==> config.mk <==
export PLATFORM = sky130hd
export DESIGN_NAME = lsb_first_serializer_flat
export DESIGN_NICKNAME = d
export VERILOG_FILES = /design/src/rtl/serializer_pkg.sv /design/src/rtl/lsb_first_serializer_if.sv /design/src/rtl/bit_period_timer.sv /design/src/rtl/lsb_first_serializer.sv /design/src/flat_wrapper.sv
export SDC_FILE = /design/constraint.sdc
export NUM_CORES = 1
export LEC_CHECK = 0
export BUFFER_PORTS_ARGS = -buffer_cell sky130_fd_sc_hd__buf_4
export CAP_MARGIN = 30
export CORE_MARGIN = 4
export CORE_UTILIZATION = 30
export CTS_CLUSTER_SIZE = 10
export DETAILED_ROUTE_END_ITERATION = 16
export PLACE_DENSITY = 0.54
export SETUP_SLACK_MARGIN = 0.05
export SLEW_MARGIN = 20
export SYNTH_ARGS = -nofsm -noshare
export SYNTH_HDL_FRONTEND = slang
export SYNTH_SLANG_ARGS = --single-unit
==> constraint.sdc <==
create_clock -name clk -period 3.87 [get_ports clk]
set_clock_uncertainty 0.1 [all_clocks]
set_input_delay 0.387 -clock clk [delete_from_list [all_inputs] [get_ports clk]]
set_output_delay 0.387 -clock clk [all_outputs]
set_load 0.02 [all_outputs]
==> src/rtl/serializer_pkg.sv <==
// rtl/serializer_pkg.sv - state type and counter-width helpers shared by the serializer files
package serializer_pkg;

  typedef enum logic [1:0] {S_IDLE, S_SHIFT, S_PARITY} ser_state_t;

  function automatic int bit_cnt_w(input int data_w);
    return $clog2(data_w + 1);
  endfunction

  function automatic int div_cnt_w(input int clks_per_bit);
    return (clks_per_bit > 1) ? $clog2(clks_per_bit) : 1;
  endfunction

endpackage

==> src/rtl/lsb_first_serializer_if.sv <==
// rtl/lsb_first_serializer_if.sv - word handshake and serial-side signals of the serializer
interface lsb_first_serializer_if #(parameter int DATA_W = 8);

  logic              in_valid;
  logic [DATA_W-1:0] in_data;
  logic              in_ready;
  logic              ser_out;
  logic              bit_en;
  logic              parity_slot;
  logic              busy;
  logic              frame_done;

  modport master (
    output in_valid, in_data,
    input  in_ready, ser_out, bit_en, parity_slot, busy, frame_done
  );

  modport slave (
    input  in_valid, in_data,
    output in_ready, ser_out, bit_en, parity_slot, busy, frame_done
  );

endinterface

==> src/rtl/bit_period_timer.sv <==
// rtl/bit_period_timer.sv - bit-period divider; registered tick marks the last cycle of each period
module bit_period_timer #(
  parameter int CLKS_PER_BIT = 1
) (
  input  logic clk,
  input  logic rst,
  input  logic clear,
  input  logic run,
  output logic tick
);
  import serializer_pkg::*;

  localparam int            DW      = div_cnt_w(CLKS_PER_BIT);
  localparam logic [DW-1:0] LAST    = DW'(CLKS_PER_BIT - 1);
  localparam logic          ONE_CLK = (CLKS_PER_BIT == 1);

  logic [DW-1:0] div_cnt;
  logic [DW-1:0] div_inc;

  assign div_inc = div_cnt + DW'(1);

  // tick is computed one edge early so it is a flop output during the period's last cycle
  always_ff @(posedge clk) begin
    if (rst) begin
      div_cnt <= '0;
      tick    <= 1'b0;
    end else if (clear || (run && tick)) begin
      div_cnt <= '0;
      tick    <= ONE_CLK;
    end else if (run) begin
      div_cnt <= div_inc;
      tick    <= (div_inc == LAST);
    end else begin
      div_cnt <= '0;
      tick    <= 1'b0;
    end
  end

endmodule

==> src/rtl/lsb_first_serializer.sv <==
// rtl/lsb_first_serializer.sv - LSB-first word serializer; SERIALIZER_PARITY_EN adds an even-parity bit period
module lsb_first_serializer #(
  parameter int DATA_W       = 8,
  parameter int CLKS_PER_BIT = 1
) (
  input logic                   clk,
  input logic                   rst,
  lsb_first_serializer_if.slave bus
);
  import serializer_pkg::*;

  localparam int            BW       = bit_cnt_w(DATA_W);
  localparam logic [BW-1:0] LAST_BIT = BW'(DATA_W - 1);

  ser_state_t        state, state_nxt;
  logic [DATA_W-2:0] rest;
  logic [BW-1:0]     bit_idx;
  logic              ser_q;
  logic              ready;
  logic              accept;
  logic              tick;
  logic              last_data;
  logic              frame_end;
  logic              par_slot;
  logic              run;
`ifdef SERIALIZER_PARITY_EN
  logic              par_q;
`endif

  assign ready  = (state == S_IDLE) && !rst;
  assign accept = bus.in_valid && ready;
  assign run    = (state != S_IDLE) && !frame_end;

  bit_period_timer #(.CLKS_PER_BIT(CLKS_PER_BIT)) u_timer (
    .clk   (clk),
    .rst   (rst),
    .clear (accept),
    .run   (run),
    .tick  (tick)
  );

  always_ff @(posedge clk) begin
    if (rst) state <= S_IDLE;
    else     state <= state_nxt;
  end

  always_comb begin
    state_nxt = state;
    last_data = 1'b0;
    frame_end = 1'b0;
    par_slot  = 1'b0;
    case (state)
      S_IDLE: if (accept) state_nxt = S_SHIFT;
      S_SHIFT: begin
        last_data = tick && (bit_idx == LAST_BIT);
        if (last_data) begin
`ifdef SERIALIZER_PARITY_EN
          state_nxt = S_PARITY;
`else
          state_nxt = S_IDLE;
          frame_end = 1'b1;
`endif
        end
      end
`ifdef SERIALIZER_PARITY_EN
      S_PARITY: begin
        par_slot = tick;
        if (tick) begin
          state_nxt = S_IDLE;
          frame_end = 1'b1;
        end
      end
`endif
      default: state_nxt = S_IDLE;
    endcase
  end

  // rest holds the bits still to come; ser_q already carries the current one
  always_ff @(posedge clk) begin
    if (rst) begin
      rest    <= '0;
      bit_idx <= '0;
      ser_q   <= 1'b0;
    end else if (accept) begin
      rest    <= bus.in_data[DATA_W-1:1];
      bit_idx <= '0;
      ser_q   <= bus.in_data[0];
    end else if (tick && (state == S_SHIFT)) begin
      if (last_data) begin
`ifdef SERIALIZER_PARITY_EN
        ser_q <= par_q;
`else
        ser_q <= 1'b0;
`endif
      end else begin
        ser_q   <= rest[0];
        rest    <= rest >> 1;
        bit_idx <= bit_idx + BW'(1);
      end
    end else if (frame_end) begin
      ser_q <= 1'b0;
    end
  end

`ifdef SERIALIZER_PARITY_EN
  always_ff @(posedge clk) begin
    if (rst)         par_q <= 1'b0;
    else if (accept) par_q <= ^bus.in_data;
  end
`endif

  assign bus.in_ready    = ready;
  assign bus.ser_out     = ser_q;
  assign bus.bit_en      = tick;
  assign bus.parity_slot = par_slot;
  assign bus.busy        = (state != S_IDLE);
  assign bus.frame_done  = frame_end;

endmodule
==> src/flat_wrapper.sv <==
// flat-port wrapper written by rule: the top's interface ports become plain ports
module lsb_first_serializer_flat import serializer_pkg::*;
#(
  parameter int DATA_W       = 8,
  parameter int CLKS_PER_BIT = 1
)
  (clk, rst, bus_in_valid, bus_in_data, bus_in_ready, bus_ser_out, bus_bit_en, bus_parity_slot, bus_busy, bus_frame_done);
  lsb_first_serializer_if #(.DATA_W(DATA_W)) bus_i ();
  input logic clk;
  input logic rst;
  input wire logic [$bits(bus_i.in_valid)-1:0] bus_in_valid;
  input wire logic [$bits(bus_i.in_data)-1:0] bus_in_data;
  output wire logic [$bits(bus_i.in_ready)-1:0] bus_in_ready;
  output wire logic [$bits(bus_i.ser_out)-1:0] bus_ser_out;
  output wire logic [$bits(bus_i.bit_en)-1:0] bus_bit_en;
  output wire logic [$bits(bus_i.parity_slot)-1:0] bus_parity_slot;
  output wire logic [$bits(bus_i.busy)-1:0] bus_busy;
  output wire logic [$bits(bus_i.frame_done)-1:0] bus_frame_done;
  assign bus_i.in_valid = bus_in_valid;
  assign bus_i.in_data = bus_in_data;
  assign bus_in_ready = bus_i.in_ready;
  assign bus_ser_out = bus_i.ser_out;
  assign bus_bit_en = bus_i.bit_en;
  assign bus_parity_slot = bus_i.parity_slot;
  assign bus_busy = bus_i.busy;
  assign bus_frame_done = bus_i.frame_done;
  lsb_first_serializer #(.DATA_W(DATA_W), .CLKS_PER_BIT(CLKS_PER_BIT)) u_core (.clk(clk), .rst(rst), .bus(bus_i));
endmodule
**After elaboration in Yosys (flattened, before gate mapping)**

Index checks and enable logic that the tools add are counted.

- Flip-flop bits (word level): 16
- Logic and storage cells: 49

- Reductions and logical operators: 18
- Equal/unequal tests: 5
- Bitwise operators: 3
- Multiplexer cells: 15
- $add $sub $neg: 2

Operator list:

| operator | number |
|---|---|
| $mux 7 | 3 |
| $mux 1 | 9 |
| $logic_and 1x1->1 | 6 |
| $reduce_and 2->1 | 3 |
| $add 4x1->4 const B | 1 |
| $eq 4x3->1 const B | 1 |
| $mux 2 | 2 |
| $ne 2x2->1 const B | 2 |
| $pmux 2 s2 | 1 |
| $reduce_bool 2->1 | 2 |
| $not 1->1 | 3 |
| $reduce_bool 3->1 | 1 |
| $reduce_or 3->1 | 1 |
| $eq 2x1->1 const B | 1 |
| $logic_not 1->1 | 2 |
| $logic_not 2->1 | 1 |
| $ne 2x1->1 const B | 1 |
| $reduce_or 2->1 | 1 |
| $add 1x1->1 const B | 1 |
| $logic_or 1x1->1 | 1 |

**Depth between registers and ports, before layout**

Gate-level depths: netlist (run 1).

- Word-level depth: 9
- Mapped depth: 5
- Depth with buffers taken out: 4

**By module**

From an unflattened synthesis (run 1), not the netlist that was laid out.

- Cell total of the unflattened synthesis: 87
- Area, all modules: 745.7 um2

Modules (own cells, without submodules):

| module | instances | area each (um2) | cells an instance | sequential area each (um2) |
|---|---|---|---|---|
| lsb_first_serializer | 1 | 679.4 | 80 | 260.2 |
| bit_period_timer | 1 | 66.3 | 7 | 40.0 |

**Worst setup path before layout (run 1)**

No wires, ideal clock.

- Path kind: register -> output
- Start: reg u_core.state[0]
- End: out bus_frame_done
- Required time: 3383 ps
- Cell stages (with the launch flop): 5
- Slack: 2207 ps
- Arrival: 1176 ps
- Cells stage by stage: dfxtp_1 > buf_6 > and3_1 > buf_2 > and3_1

- Word-level cells in the longest chain between the ends: 2

RTL lines:

| item | line | source |
|---|---|---|
| start, declared | lsb_first_serializer.sv:15 | `ser_state_t state, state_nxt;` |
| start signal, assigned | lsb_first_serializer.sv:44 | `else state <= state_nxt;` |
| $eq 2x1->1 | lsb_first_serializer.sv:52 | `case (state)` |
| $mux 1 | lsb_first_serializer.sv:52 |  |
| end, declared | flat_wrapper.sv:18 | `output wire logic [$bits(bus_i.frame_done)-1:0] bus_frame_done;` |

No other way between the ends.

**Worst setup path in the final report (run 1)**

Same ends and word-level chain as after synthesis.

==> results.sh, run 1 <==
export IMPL_outcome="finished, final reports clean"
export IMPL_worstPathRequired_ns=3.38
export IMPL_dieArea_um2=3640
export IMPL_max_cap_violations=0
export IMPL_drtPass1Iterations=4
export IMPL_grt_remaining_overflow=0
export IMPL_synth_area_leaders="dfxtp_1 37%, a221o_1 7.3%, a21oi_1 6.7%, nand2_1 6.4%, nor3b_1 6.4%"
export IMPL_yosysSeqAreaShare_pct=36.5
export IMPL_critPathMaxStageDelay_ns=0.71
export IMPL_io_buffers=15
export IMPL_synth_seq_cells=15
export IMPL_cts_buffers=3
export IMPL_post_dp_cell_area_um2=918
export IMPL_finalHoldViolations=0
export IMPL_nets=124
export IMPL_min_period_over_period_pct=60.1
export IMPL_crit_buf_inv=1
export IMPL_finalMaxSlewViolations=0
export IMPL_fin_util_pct=37.1
export IMPL_route_detailed_drc=0
export IMPL_cts_sinks=15
export IMPL_synth_cell_types=32
export IMPL_synth_area_leader_cell="dfxtp_1"
export IMPL_synth_edf_count=0
export IMPL_ioPinCount=17
export IMPL_postCtsSetupBuffers=0
export IMPL_cts_hold_buf=0
export IMPL_worstSetupPathType="reg -> out"
export IMPL_max_slew_margin_pct=43.0
export IMPL_clk_latency_ns=0.28
export IMPL_final_layout_size_suffix_gt1_share_pct=18.9
export IMPL_grt_start_max_net_pins=20
export IMPL_start_util_pct=32.3
export IMPL_cp_end_kind="output port"
export IMPL_dp_hpwl_mm=1.32
export IMPL_hold_path_class="in -> reg"
export IMPL_arrival_ns=1.84
export IMPL_wirelength_mm=1.86
export IMPL_antenna_cells=0
export IMPL_cts_resized=0
export IMPL_regArea_um2=300
export IMPL_max_freq_mhz=430
export IMPL_clk_path_buf_depth=2
export IMPL_synth_warnings=0
export IMPL_tightest_slew_ns=0.853
export IMPL_power_uw=316
export IMPL_core_um2=2540
export IMPL_cpLargestDelayFamily="flip-flops"
export IMPL_fillers=280
export IMPL_cp_common_cell="and3_1"
export IMPL_synth_top_area_share_pct=36.5
export IMPL_antenna_found_initial=0
export IMPL_syn_nets=113
export IMPL_num_vias=756
export IMPL_crit_path_top_delay_cell="dfxtp_1"
export IMPL_worstPathMaxFanout=19
export IMPL_rows=18
export IMPL_cp_start_kind="register"
export IMPL_setup_viol=0
export IMPL_grt_first_pass_wirelength_mm=2.92
export IMPL_avgSynthCellArea_um2=8.14
export IMPL_hold_slack_ns=0.241
export IMPL_htreeDepth=1
export IMPL_min_period_ns=2.33
export IMPL_multiInputGateArea_um2=460
export IMPL_stdcell_area_um2=945
export IMPL_antenna_left=0
export IMPL_die_h_um=60.3
export IMPL_worstPathCellList="and3_1 > and3_1 > buf_4"
export IMPL_yosysMostFrequentCell="dfxtp_1"
export IMPL_clk_pin_slew_ns=0.09
export IMPL_power_leakage_uw=0.000357
export IMPL_rsz0062_at_grt="false"
export IMPL_gp_congestion=0.754
export IMPL_peakVddDrop_v=0.000154
export IMPL_fin_setup_tns_ns=0
export IMPL_gr_usage_all_layers_pct=10.7
export IMPL_cts_tree="done"
export IMPL_syn_inst=101
export IMPL_power_density_nw_per_um2=335
export IMPL_grt_pass1_vias=637
export IMPL_yosys_most_used_dff="dfxtp_1"
export IMPL_via_per_inst=5.36
export IMPL_ys_top_cells_by_count="15 x dfxtp_1, 14 x nand2_1, 11 x a21oi_1"
export IMPL_fp_dieW_um=60.3
export IMPL_wl_per_cell_um=13.2
export IMPL_root_buffer="clkbuf_4"
export IMPL_drt_first_iter_violations=16
export IMPL_synthArstFlopShare_pct=0
export IMPL_area_growth_synth_to_final_pct=14.9
export IMPL_synthesis_area_um2=822
## placed cells by master, fill, tap and decap left out
cell,n
conb_1,1
mux2i_1,1
nand3b_1,1
nor3_1,2
o21ai_0,3
or2_2,1
a31oi_1,6
nor2b_1,1
dfxtp_1,15
or3_1,1
buf_4,15
a31o_2,1
clkbuf_1,1
ha_1,1
nand2_1,14
nor3b_1,7
or4_1,1
and3_1,3
a221o_1,6
a21oi_1,11
clkbuf_4,3
and3b_1,1
o31ai_1,1
or3b_4,1
nor2_1,4
nand4_1,2
nand3_1,2
inv_1,2
a32oi_1,1
a22oi_1,1
nor4b_1,1
## area by class of cell
class                           count  area share (%)
Clock buffer                        4            2.78
Timing Repair Buffer               15            11.9
Inverter                            2           0.795
Tap cell                           30            3.97
Sequential cell                    15            31.8
Multi-Input combinational cell     75            48.7
## per-stage QoR
step	setup WS [ns]	cells
after global placement	1.87	137
after detailed placement	1.86	137
after CTS	1.53	141
final	1.54	141
after floorplan	2.21	101
after global routing	1.39	141
## sequential cells by signal, summed over array words and instances, names as in the netlist
signal and count:
u_core.bit_idx 4, u_core.bus.ser_out 1, u_core.rest 7, u_core.state 1, u_core.u_timer.div_cnt 1, u_core.u_timer.tick 1
## tightest hold or removal path, delay by kind of cell
family / cells / cell delay [ns]
buf+inv: 1 / 0.08
simple gates: 1 / 0.06
compound gates: 1 / 0.06
## layer usage
metal  vias up  GRT usage, %  wire (µm)
met3         2          4.47         99
met1       347          14.6        926
met2        15          15.6        819
met4         0          2.85         18
li1        392             -          -
met5         -             0          0
## power breakdown
part / internal, µW / switching [µW]
registers: 164 / 11.9
logic: 25.8 / 25.2
clock network: 40.0 / 50.0
total: 229 / 87.1
## path summary, 6_finish.rpt
| check | from | endpoint | slack, ns | depth (start not counted) |
|---|---|---|---|---|
| setup / recovery | u_core.state[0] | bus_frame_done | 1.54 | 3 |
| hold / removal | bus_in_data[7] | u_core.rest[6] | 0.24 | 3 |
| setup reg to reg | u_core.state[0] | u_core.rest[0] | 1.86 | 3 |
| hold reg to reg | u_core.u_timer.div_cnt | u_core.u_timer.div_cnt | 0.33 | 1 |
## logic make-up after synthesis
kind of cell	after synthesis	synth area share (%)
AOI/OAI and AO/OA	30	24.4
adders and majority gates	1	1.52
buffers and inverters	11	7.46
DFF	15	36.5
muxes	1	1.22
other	1	0.456
and+or+nand+nor	42	28.5
Note: power is estimated with default switching activity, not from simulation.
==> run 2: changes to the inputs <==
- ABC_AREA: unset -> 1
- clock period: 3.87 -> 2.2 ns (I/O delays scaled with it)
==> results.sh, run 2 <==
export IMPL_synthesis_area_um2=793
export IMPL_pwr_share_clk_pct=27.5
export IMPL_htreeDepth=1
export IMPL_power_leakage_uw=0.000513
export IMPL_worstSetupPathType="reg -> out"
export IMPL_grt_first_pass_wirelength_mm=2.90
export IMPL_root_buffer="clkbuf_4"
export IMPL_largest_register="u_core.rest"
export IMPL_regArea_um2=300
export IMPL_cp_start_kind="register"
export IMPL_synth_warnings=0
export IMPL_hold_path_class="in -> reg"
export IMPL_sw_frac_of_total_pct=29.6
export IMPL_mostFrequentLayoutCell="nand2_1"
export IMPL_worstPathRequired_ns=1.88
export IMPL_ys_top_cells_by_count="40 x nand2_1, 18 x nor2_1, 17 x nand3_1"
export IMPL_layout_common_cells="40 x nand2_1, 18 x nor2_1, 17 x nand3_1"
export IMPL_syn_inst=125
export IMPL_yosys_most_used_dff="dfxtp_1"
export IMPL_wirelength_mm=1.62
export IMPL_setup_viol=0
export IMPL_postCtsSetupBuffers=0
export IMPL_max_freq_mhz=582
export IMPL_antenna_left=0
export IMPL_cts_hold_buf=0
export IMPL_finalHoldViolations=0
export IMPL_power_frac_seq_pct=52.7
export IMPL_yosysSeqAreaShare_pct=37.9
export IMPL_gr_usage_all_layers_pct=10.7
export IMPL_finalMaxSlewViolations=0
export IMPL_cts_tree="done"
export IMPL_p_sw_uw=169
export IMPL_clk_pin_slew_ns=0.09
export IMPL_multiInputGateArea_um2=402
export IMPL_fin_util_pct=37.7
export IMPL_rows=18
export IMPL_power_density_nw_per_um2=607
export IMPL_outcome="finished, final reports clean"
export IMPL_ioPinCount=17
export IMPL_grt_pass1_vias=690
export IMPL_drt_first_iter_violations=23
export IMPL_nets=153
export IMPL_cp_end_kind="output port"
export IMPL_min_period_ns=1.72
export IMPL_synth_seq_cells=15
export IMPL_dieArea_um2=3530
export IMPL_antenna_found_initial=0
export IMPL_antenna_cells=0
export IMPL_synthArstFlopShare_pct=0
export IMPL_final_layout_size_suffix_gt1_share_pct=18.6
export IMPL_synth_edf_count=0
export IMPL_wl_per_cell_um=9.52
export IMPL_peakVddDrop_v=0.000321
export IMPL_reg_top3="u_core.rest (7), u_core.bit_idx (4)"
export IMPL_dp_hpwl_mm=1.26
export IMPL_drtPass1Iterations=4
export IMPL_p_int_uw=403
export IMPL_avgSynthCellArea_um2=6.35
export IMPL_gp_congestion=0.762
export IMPL_via_per_inst=4.37
export IMPL_area_growth_synth_to_final_pct=18.9
export IMPL_clk_path_buf_depth=2
export IMPL_worstPathMaxFanout=5
export IMPL_fillers=279
export IMPL_fin_setup_tns_ns=0
export IMPL_syn_nets=137
export IMPL_arrival_ns=1.40
export IMPL_cts_resized=0
export IMPL_cts_sinks=15
export IMPL_yosysMostFrequentCell="nand2_1"
export IMPL_clk_latency_ns=0.28
export IMPL_synth_cell_types=22
export IMPL_largest_reg_flops=7
export IMPL_min_period_over_period_pct=78.1
export IMPL_synth_top_area_share_pct=37.9
export IMPL_max_cap_violations=0
export IMPL_route_detailed_drc=0
export IMPL_cts_buffers=3
export IMPL_io_buffers=15
export IMPL_r2r_start="u_core.bit_idx[0]"
export IMPL_grt_start_max_net_pins=18
export IMPL_min_from="rst"
export IMPL_rsz0062_at_grt="false"
export IMPL_die_h_um=59.4
export IMPL_crit_path_start="u_core.bit_idx[0]"
export IMPL_power_frac_comb_pct=19.8
export IMPL_synth_area_leader_cell="dfxtp_1"
export IMPL_fp_dieW_um=59.4
export IMPL_grt_remaining_overflow=0
export IMPL_start_util_pct=31.7
export IMPL_synth_area_leaders="dfxtp_1 38%, nand2_1 19%, nand3_1 11%, nor2_1 8.5%, inv_1 6.6%"
export IMPL_num_vias=743
export IMPL_core_um2=2500
==> run 2: per-stage QoR <==
stage	cells	worst slack, ns	hold WS [ns]	instance area [µm²]	total power, µW
floorplan	125	0.809	0.189	793	388
global placement	166	0.628	0.300	916	423
detailed placement	166	0.571	0.311	916	423
CTS	170	0.449	0.0379	943	586
global route	170	0.295	0.0449	943	610
finish	170	0.481	0.0503	943	573
==> run 2: worst max-delay path: stages (launching register included) <==
cell	delay [ns]
dfxtp_1	0.41
ha_1	0.19
nand2_1	0.07
nor2_1	0.15
nand2_1	0.10
inv_1	0.06
buf_4	0.13
==> run 2: layout make-up <==
type | count | share of cell area [%]
tap | 30 | 3.98
multi-input combinational | 89 | 42.6
inverter | 17 | 6.76
clock buffer | 3 | 2.39
timing repair buffer | 15 | 11.9
sequential | 15 | 31.8
clock inverter | 1 | 0.531
==> run 2: logic make-up after synthesis <==
family	after synthesis	synth area share (%)
AO/OA/AOI/OAI	7	5.21
flip-flops	15	37.9
AND/OR/NAND/NOR	80	43.4
adder cells (fa/ha/maj)	1	1.58
buffers and inverters	21	11.5
other	1	0.473
==> run 2: path summary, 6_finish.rpt <==
path	endpoint	slack, ns	depth (start not counted)
max	bus_frame_done	0.48	6
min	u_core.u_timer.tick	0.05	2
max reg2reg	u_core.bit_idx[1]	0.57	8
min reg2reg	u_core.u_timer.div_cnt	0.32	1
==> run 2: metal layers <==
| layer | vias to the layer above | share of wire [%] | global-route usage (%) |
|---|---|---|---|
| met5 | - | 0 | 0 |
| met4 | 0 | 0.62 | 2.27 |
| met3 | 2 | 6.6 | 3.92 |
| met1 | 312 | 49 | 15.2 |
| met2 | 19 | 43 | 15.4 |
| li1 | 410 | - | - |
==> run 2: power groups by stage <==
stage	logic [µW]	clock network [µW]	registers (µW)
after global routing	131	174	305
after CTS	115	169	302
final	113	157	302
after global placement	115	0	308
after floorplan	76.5	0	311
after detailed placement	114	0	309
